===== src/rtl/fcache_ctrl.sv =====
// ---------------------------------------------------------------------------
// fcache_ctrl -- frame-cache controller.
//
// Saves the whole f-register bank (NREGS words of W bits) onto an internal
// LIFO frame stack on a call, and restores the most recent frame on a return.
// Frames move through a W-bit single-port RAM, one word per cycle.
//
// Ports:
//   clk          system clock, rising edge
//   reset        synchronous, active-high reset
//   save_req     push fcOut onto the stack (sampled in IDLE only)
//   restore_req  pop the top frame into fcIn (sampled in IDLE only)
//   fcOut        live f-register bank, word k = fcOut[W*k +: W]
//   fcIn         restored frame, same layout, registered
//   restore      one-cycle strobe, fcIn valid while high
//   busy         high in SAVE / READ / LOAD
//   done         one-cycle pulse when an accepted request completes
//   overflow     sticky: save attempted with the stack full
//   underflow    sticky: restore attempted with the stack empty
//   depth        number of frames currently stored
// ---------------------------------------------------------------------------
module fcache_ctrl #(
  parameter int W     = 16,
  parameter int NREGS = 15,
  parameter int DEPTH = 8
) (
  input  logic                         clk,
  input  logic                         reset,
  input  logic                         save_req,
  input  logic                         restore_req,
  input  logic [W*NREGS-1:0]           fcOut,
  output logic [W*NREGS-1:0]           fcIn,
  output logic                         restore,
  output logic                         busy,
  output logic                         done,
  output logic                         overflow,
  output logic                         underflow,
  output logic [$clog2(DEPTH+1)-1:0]   depth
);

  localparam int FRAME_W = W * NREGS;
  localparam int DEPTH_W = $clog2(DEPTH + 1);
  localparam int IDX_W   = $clog2(NREGS);
  localparam int ADDR_W  = $clog2(DEPTH * NREGS);

  typedef enum logic [2:0] {
    S_IDLE,
    S_SAVE,
    S_READ,
    S_LOAD,
    S_FIN
  } state_e;

  state_e               state_q, state_d;
  logic [IDX_W-1:0]     idx_q, idx_d;
  logic [DEPTH_W-1:0]   sp_q, sp_d;
  logic [FRAME_W-1:0]   snap_q, snap_d;
  logic [FRAME_W-1:0]   stage_q, stage_d;
  logic [FRAME_W-1:0]   fcin_q, fcin_d;
  logic                 restore_q, restore_d;
  logic                 done_q, done_d;
  logic                 ovf_q, ovf_d;
  logic                 unf_q, unf_d;

  logic [W-1:0]         mem [DEPTH*NREGS];
  logic [W-1:0]         rd_data_q;
  logic                 mem_we;
  logic [DEPTH_W-1:0]   frame_sel;
  logic [ADDR_W-1:0]    mem_addr;

  // Frame base plus word offset; frame_sel picks sp (push) or sp-1 (pop).
  assign mem_addr = ADDR_W'(frame_sel) * ADDR_W'(NREGS) + ADDR_W'(idx_q);

  // NOTE: the stack RAM has no reset; its contents are meaningless until
  // written, and resetting it would prevent RAM inference.
  always_ff @(posedge clk) begin
    if (mem_we) begin
      mem[mem_addr] <= snap_q[W-1:0];
    end
    if (state_q == S_READ) begin
      rd_data_q <= mem[mem_addr];
    end
  end

  always_comb begin
    // NOTE: every signal gets a default here so no path leaves it unassigned,
    // which would otherwise infer a latch.
    state_d   = state_q;
    idx_d     = idx_q;
    sp_d      = sp_q;
    snap_d    = snap_q;
    stage_d   = stage_q;
    fcin_d    = fcin_q;
    ovf_d     = ovf_q;
    unf_d     = unf_q;
    mem_we    = 1'b0;
    frame_sel = sp_q;

    unique case (state_q)
      S_IDLE: begin
        // save has priority; a simultaneous restore_req is simply dropped
        if (save_req) begin
          if (sp_q == DEPTH_W'(DEPTH)) begin
            ovf_d   = 1'b1;
            state_d = S_FIN;
          end else begin
            snap_d  = fcOut;
            idx_d   = '0;
            state_d = S_SAVE;
          end
        end else if (restore_req) begin
          if (sp_q == '0) begin
            unf_d   = 1'b1;
            state_d = S_FIN;
          end else begin
            idx_d   = '0;
            state_d = S_READ;
          end
        end
      end

      S_SAVE: begin
        // Snapshot is shifted down so the word being written is always [W-1:0].
        mem_we = 1'b1;
        snap_d = snap_q >> W;
        if (idx_q == IDX_W'(NREGS - 1)) begin
          sp_d    = sp_q + DEPTH_W'(1);
          state_d = S_FIN;
        end else begin
          idx_d = idx_q + IDX_W'(1);
        end
      end

      S_READ: begin
        frame_sel = sp_q - DEPTH_W'(1);
        // Read data lags the address by one cycle, so the word arriving while
        // idx is k belongs to slot k-1. Words enter at the top and shift down.
        if (idx_q != '0) begin
          stage_d = {rd_data_q, stage_q[FRAME_W-1:W]};
        end
        if (idx_q == IDX_W'(NREGS - 1)) begin
          state_d = S_LOAD;
        end else begin
          idx_d = idx_q + IDX_W'(1);
        end
      end

      S_LOAD: begin
        // Last word (slot 14) joins the staged words on the way into fcIn.
        fcin_d  = {rd_data_q, stage_q[FRAME_W-1:W]};
        sp_d    = sp_q - DEPTH_W'(1);
        state_d = S_FIN;
      end

      S_FIN: begin
        state_d = S_IDLE;
      end

      default: begin
        state_d = S_IDLE;
      end
    endcase
  end

  // Strobes are registered so restore coincides with the new fcIn value.
  assign restore_d = (state_q == S_LOAD);
  assign done_d    = (state_q == S_FIN);

  // NOTE: sequential state uses non-blocking assignments so every flop samples
  // values from before the edge, independent of statement order.
  always_ff @(posedge clk) begin
    if (reset) begin
      state_q   <= S_IDLE;
      idx_q     <= '0;
      sp_q      <= '0;
      snap_q    <= '0;
      stage_q   <= '0;
      fcin_q    <= '0;
      restore_q <= 1'b0;
      done_q    <= 1'b0;
      ovf_q     <= 1'b0;
      unf_q     <= 1'b0;
    end else begin
      state_q   <= state_d;
      idx_q     <= idx_d;
      sp_q      <= sp_d;
      snap_q    <= snap_d;
      stage_q   <= stage_d;
      fcin_q    <= fcin_d;
      restore_q <= restore_d;
      done_q    <= done_d;
      ovf_q     <= ovf_d;
      unf_q     <= unf_d;
    end
  end

  assign fcIn      = fcin_q;
  assign restore   = restore_q;
  assign done      = done_q;
  assign overflow  = ovf_q;
  assign underflow = unf_q;
  assign depth     = sp_q;
  assign busy      = (state_q == S_SAVE) || (state_q == S_READ) ||
                     (state_q == S_LOAD);

endmodule


===== config.mk =====
export PLATFORM = sky130hd
export DESIGN_NAME = fcache_ctrl
export DESIGN_NICKNAME = d
export VERILOG_FILES = /design/src/rtl/fcache_ctrl.sv
export SDC_FILE = /design/constraint.sdc
export NUM_CORES = 2
export LEC_CHECK = 0
export ABC_AREA = 0
export CORE_UTILIZATION = 32
export CTS_CLUSTER_DIAMETER = 150
export DETAILED_ROUTE_END_ITERATION = 12
export PLACE_DENSITY = 0.45
export SYNTH_ARGS = -nofsm -noshare
export SYNTH_HDL_FRONTEND = slang
export SYNTH_SLANG_ARGS = --single-unit
export TNS_END_PERCENT = 5

===== constraint.sdc =====
create_clock -name clk -period 7.2 [get_ports clk]
set_input_delay 1.8 -clock clk [delete_from_list [all_inputs] [get_ports clk]]
set_output_delay 1.8 -clock clk [all_outputs]
set_load 0.1 [all_outputs]

; ---- Word-level counts from Yosys, hierarchy flattened
; Memory sizes are Yosys's and may differ from the RTL's. A register that Yosys moved wholly into a read port is not among the register bits.
; Index checks and enable logic that the tools add are counted.
[totals]
mem_count = 1
mem_bits_rw = 1920
word_cells = 69
reg_bits = 735
output_inout_bits = 249
[classes]
n_eq_ne = 14
bitwise_logic = 1
muxes = 22
n_mul = 1
add_sub_neg = 4
n_reduce_logical = 16
[memory_table]
columns = memory, words, word_bits, read_ports, rd_clocked_by_memory_dff, write_ports, line_no
row1 = mem, 120, 16, 1, 1, 1, 65  ; logic [W-1:0] mem [DEPTH*NREGS];
[ops]
columns = operator, n
row1 = 240-bit two-way mux, 2
row2 = 240-bit one-hot mux with 2 select lines, 1
row3 = 4-bit two-way mux, 7
row4 = 3-bit two-way mux, 6
row5 = 4-bit one-hot mux with 2 select lines, 2
row6 = 3-bit one-hot mux with 4 select lines, 1
row7 = 2-bit inequality test (second input constant), 5
row8 = 3-bit inequality test (second input constant), 3
row9 = 3-bit AND reduction, 3
row10 = 4-bit by 1-bit adder with 4-bit output (second input constant), 2
row11 = 4-bit == test (second input constant), 2
row12 = 7-bit by 4-bit adder with 7-bit output, 1
row13 = 4-bit by 4-bit multiplier with 7-bit output (second input constant), 1
row14 = 3-bit by 2-bit == test with 1-bit output (second input constant), 2
row15 = 2-bit nonzero test, 3
row16 = 5-bit AND reduction, 1
row17 = 4-bit logical NOT, 1
row18 = 2-bit AND reduction, 2
row19 = 4-bit AND reduction, 1
row20 = 4-bit nonzero test, 1
row21 = 4-bit by 1-bit subtractor with 4-bit output (second input constant), 1
row22 = 3-bit by 1-bit == test with 1-bit output (second input constant), 1
row23 = 3-bit == test (second input constant), 1
row24 = 3-bit logical NOT, 1
row25 = 4 further kinds, 7

; ---- Longest topological paths before layout
[depth]
depth_word = 5
ltp_mapped = 21
depth_no_buf = 17

; ---- Least setup slack after synthesis
; Ideal clock, no wire load.
[synth_path]
path_type = reg-to-reg
from = reg state_q[2]
to = mem mem[85][0], enable pin
slack_ns = 0.909
t_required_ns = 6.812
path_stages_with_launch = 18
period_less_slack_ns = 6.291
arrival_ns = 5.902
path_buffers = 2
path_cell_list = dfxtp_1 -> buf_2 -> nor3b_2 -> nand2_1 -> xnor2_1 -> inv_1 -> fa_1 -> fa_1 -> fa_1 -> inv_1 -> ha_1 -> or2_1 -> nand3_2 -> nand2_1 -> buf_4 -> nor2_1 -> nand2_1 -> nor2_1
[synth_via]
elab_chain_len = 4
elab_cells_between_ends = 8
[synth_lines]
columns = item, line_no
row1 = from (decl), 54  ; state_e state_q, state_d;
row2 = from (signal assigned), 184  ; state_q <= state_d;
row3 = 3-bit by 2-bit == test with 1-bit output / 3-bit by 1-bit == test with 1-bit output (equally long branches), 99  ; unique case (state_q)
row4 = 4-bit two-way mux / 1-bit two-way mux (equally long branches), 99
row5 = 4-bit by 4-bit multiplier with 7-bit output / 1-bit two-way mux (equally long branches), "72, 77"
row6 = 7-bit by 4-bit adder with 7-bit output / 1-bit two-way mux (equally long branches), "72, 78"
row7 = to (decl), 65
; Parallel ways exist; a longest one is shown, timed or not.

; ---- Worst setup path in the final report
[layout_path]
from = reg state_q[2]
to = reg rd_data_q[7], read port of mem (data pin)
[layout_via]
elab_chain_len = 4
[layout_lines]
columns = item, line_no
row1 = 3-bit by 2-bit == test with 1-bit output *, "80, 99"
row2 = 4-bit two-way mux, 99
row3 = 4-bit by 4-bit multiplier with 7-bit output, 72  ; assign mem_addr = ADDR_W'(frame_sel) * ADDR_W'(NREGS) + ADDR_W'(idx_q);
row4 = 7-bit by 4-bit adder with 7-bit output, 72
row5 = to (decl), 66  ; logic [W-1:0] rd_data_q;
; Every way passes the cells marked *; elsewhere a longest branch is shown, timed or not.
; A chain may end at the register's enable or synchronous reset.

==> flow_summary.json <==
{
  "max_freq_mhz": 145,
  "final.fill_count": 30457,
  "crit_required_ps": 7800,
  "layout-drive-gt1-share_pct": 12.3,
  "io_pins": 493,
  "syn_inst": 7730,
  "cts_tree": "done",
  "die_y_um": 567,
  "maxSlewViolCount": 0,
  "slew_headroom_pct": 15.4,
  "layout_common_cells": "edfxtp_1, nand2_1, dfxtp_1, a21oi_1, clkdlybuf4s50_1",
  "gp_congestion": 0.872,
  "path_clk_slew_ps": 60,
  "multi_input_area_sq_mm": 0.0270,
  "drt-pass1-iter-count": 6,
  "internal_power_uw": 25900,
  "grt_pass1_vias": 66454,
  "finalSetupViolCount": 0,
  "power_switching_uw": 8010,
  "rsz0062_at_grt": "no",
  "die_w_um": 567,
  "regArea_sq_mm": 0.0726,
  "cts_root_buffer": "clkbuf_16",
  "synthTopCellsByArea": "edfxtp_1, dfxtp_1, nand2_1",
  "area_growth_pct": 19.5,
  "p_comb_share_pct": 5.7,
  "maxCapViolations": 0,
  "syn_area_sq_mm": 0.102,
  "routed_via_density": 5.40,
  "power_density_mw_per_mm2": 277,
  "grt_pass1_wl_um": 509000,
  "clock_path_buffers": 4,
  "seq_area_frac_synth_pct": 70.9,
  "worst-setup-path-type": "flop to flop",
  "synth_edf_count": 1936,
  "rows": 207,
  "crit_path_start_kind": "flop",
  "fin_nets": 8542,
  "grt_util_met2_pct": 34.3,
  "vias": 68452,
  "cp_max_fo": 76,
  "core_sq_mm": 0.318,
  "synth.distinct_cells": 86,
  "ys_seq_elements": 2655,
  "ir_drop_mv": 0.185,
  "finClkSkew_ps": 58.0,
  "synth_area_leader_cell": "edfxtp_1",
  "wl_um": 360000,
  "grt_max_degree": 184,
  "antenna_left": 0,
  "worstPathArrival_ps": 7480,
  "start_util_pct": 32.2,
  "ys.flop_type": "edfxtp_1",
  "layout_setup_ws_ps": 321,
  "fin_crit_ps": 6880,
  "drt-initial-drc-count": 7085,
  "cts-htree-levels": 5,
  "finalSetupTns_ps": 0,
  "post_dp_cell_area_sq_mm": 0.113,
  "stdcell_area_sq_mm": 0.122,
  "cts_buffers": 301,
  "grt_antenna_before_repair": 29,
  "grt_overflow_total": 0,
  "tightest_slew_ps": 1250,
  "grtUsageMet1_pct": 30.4,
  "clock_latency_ps": 900,
  "hold_class": "flop to flop",
  "end_kind": "flop",
  "ctsHoldBuffers": 0,
  "power_frac_seq_pct": 50.6,
  "layout_commonest_cell": "edfxtp_1",
  "numPortBuffers": 492,
  "clockPowerShare_pct": 43.6,
  "hold_violations": 0,
  "clock_sinks": 2655,
  "dieArea_sq_mm": 0.322,
  "avgSynthCellArea_sq_um": 13.2,
  "grt.total_usage_pct": 21.6,
  "synth_top_area_share_pct": 56.8,
  "outcome": "complete, no violations",
  "async_reset_ff_share_pct": 0,
  "synth_warnings": 0,
  "drc": 0,
  "grt-busiest-layer": "met2",
  "met3_usage_pct": 3.64,
  "fin_crit_sh_pct": 95.5,
  "synth_nets": 8000,
  "pre_cts_ws_ps": -210,
  "leakagePower_uw": 0.0389,
  "dpl.hpwl_um": 223000,
  "routedWlPerCell_um": 28.4,
  "p_sw_share_pct": 23.6
}
-- routing by layer --
layer  vias up  wire length, um  share of wire (%)
li1      30198                -                  -
met3       484            25300                7.0
met2      2485           165000                 46
met4         8            10800                3.0
met1     35277           159000                 44
met5         -               55              0.015
-- worst paths after layout --
kind,startpoint,endpoint,slack (ps),depth (start not counted)
worst max-delay path,state_q[2],rd_data_q[7],320,16
worst min register to register,stage_q[23],fcIn[7],440,2
worst min-delay path,stage_q[23],fcIn[7],440,2
worst max register to register,state_q[2],rd_data_q[7],320,16
-- cell usage after synthesis (10+ instances only) --
| cell type | count |
|---|---|
| and3_1 | 11 |
| edfxtp_1 | 1936 |
| o21ai_0 | 169 |
| a222oi_1 | 11 |
| buf_2 | 196 |
| o221ai_1 | 51 |
| mux2_2 | 154 |
| nand3_1 | 40 |
| a22o_1 | 22 |
| o22ai_1 | 55 |
| nor2b_1 | 10 |
| a32oi_1 | 10 |
| dfxtp_1 | 719 |
| nor2_1 | 489 |
| buf_6 | 50 |
| ha_1 | 19 |
| a22oi_1 | 149 |
| a31oi_1 | 22 |
| a311oi_1 | 230 |
| nor3_1 | 16 |
| mux2i_1 | 239 |
| buf_4 | 32 |
| buf_1 | 19 |
| o211ai_1 | 17 |
| a221o_1 | 25 |
| nand2_1 | 1512 |
| a211oi_1 | 40 |
| xnor2_1 | 10 |
| clkbuf_1 | 304 |
| a221oi_1 | 271 |
| nand3b_1 | 11 |
| a21oi_1 | 658 |
| inv_1 | 20 |
| mux4_2 | 47 |
-- flip-flops by register name (all words and copies together), names as in the netlist --
| signal | cells |
|---|---|
| depth | 4 |
| done | 1 |
| fcIn | 240 |
| idx_q | 4 |
| mem | 1920 |
| overflow | 1 |
| rd_data_q | 16 |
| restore | 1 |
| snap_q | 240 |
| stage_q | 224 |
| state_q | 3 |
| underflow | 1 |
-- metrics by stage --
stage,util [%],hold WS (ps),power (uW),std cells
finish,38.5,438,33900,12677
global route,38.4,462,34900,12667
CTS,38.4,433,34200,12661
detailed placement,35.5,444,19400,12146
global placement,35.5,439,19400,12146
floorplan,-,432,18400,7730
-- power by group through the flow --
stage	clock network (uW)	logic [uW]	registers (uW)
floorplan	0	917	17500
global placement	0	1920	17500
detailed placement	0	1940	17500
CTS	15100	1950	17200
global route	15700	2070	17200
finish	14800	1940	17200
-- area by class of cell --
cell class / instances / share of cell area, %
sequential: 2655 / 59.3
inverter: 23 / 0.0767
multi-input combinational: 4449 / 22.0
clock buffer: 408 / 6.67
antenna: 13 / 0.0266
clock inverter: 107 / 0.966
timing repair buffer: 842 / 6.60
tap: 4180 / 4.28
-- what timing repair did --
action | 4_1_cts | 5_1_grt
endpoints found under the setup margin | 2 | 4
gates resized for setup | 2 | 4
buffers inserted | 0 | 3
-- kinds of logic (layout without fill, tap and decap cells) --
kind of cell,after synthesis,in the layout,synth area share (%)
simple gates,2131,2131,8.13
xor+xnor,16,16,0.137
buf+inv,626,1380,3.04
compound gates,1827,1827,12.3
fa+ha+maj,26,26,0.369
flops,2655,2655,70.9
other cells,0,13,0
mux,449,449,5.17
-- critical path, cell delays in order (launching register included) --
cell,delay [ps]
dfxtp_1,420
nor3b_4,450
nand2_1,120
xnor2_1,330
inv_1,180
fa_1,610
inv_1,60
fa_1,490
fa_4,1080
buf_12,470
mux2_2,400
a221oi_1,280
o221ai_1,240
nand2_1,150
a31oi_1,110
a311oi_1,930
o2bb2ai_1,120
Power figures use the tool's default switching activity.
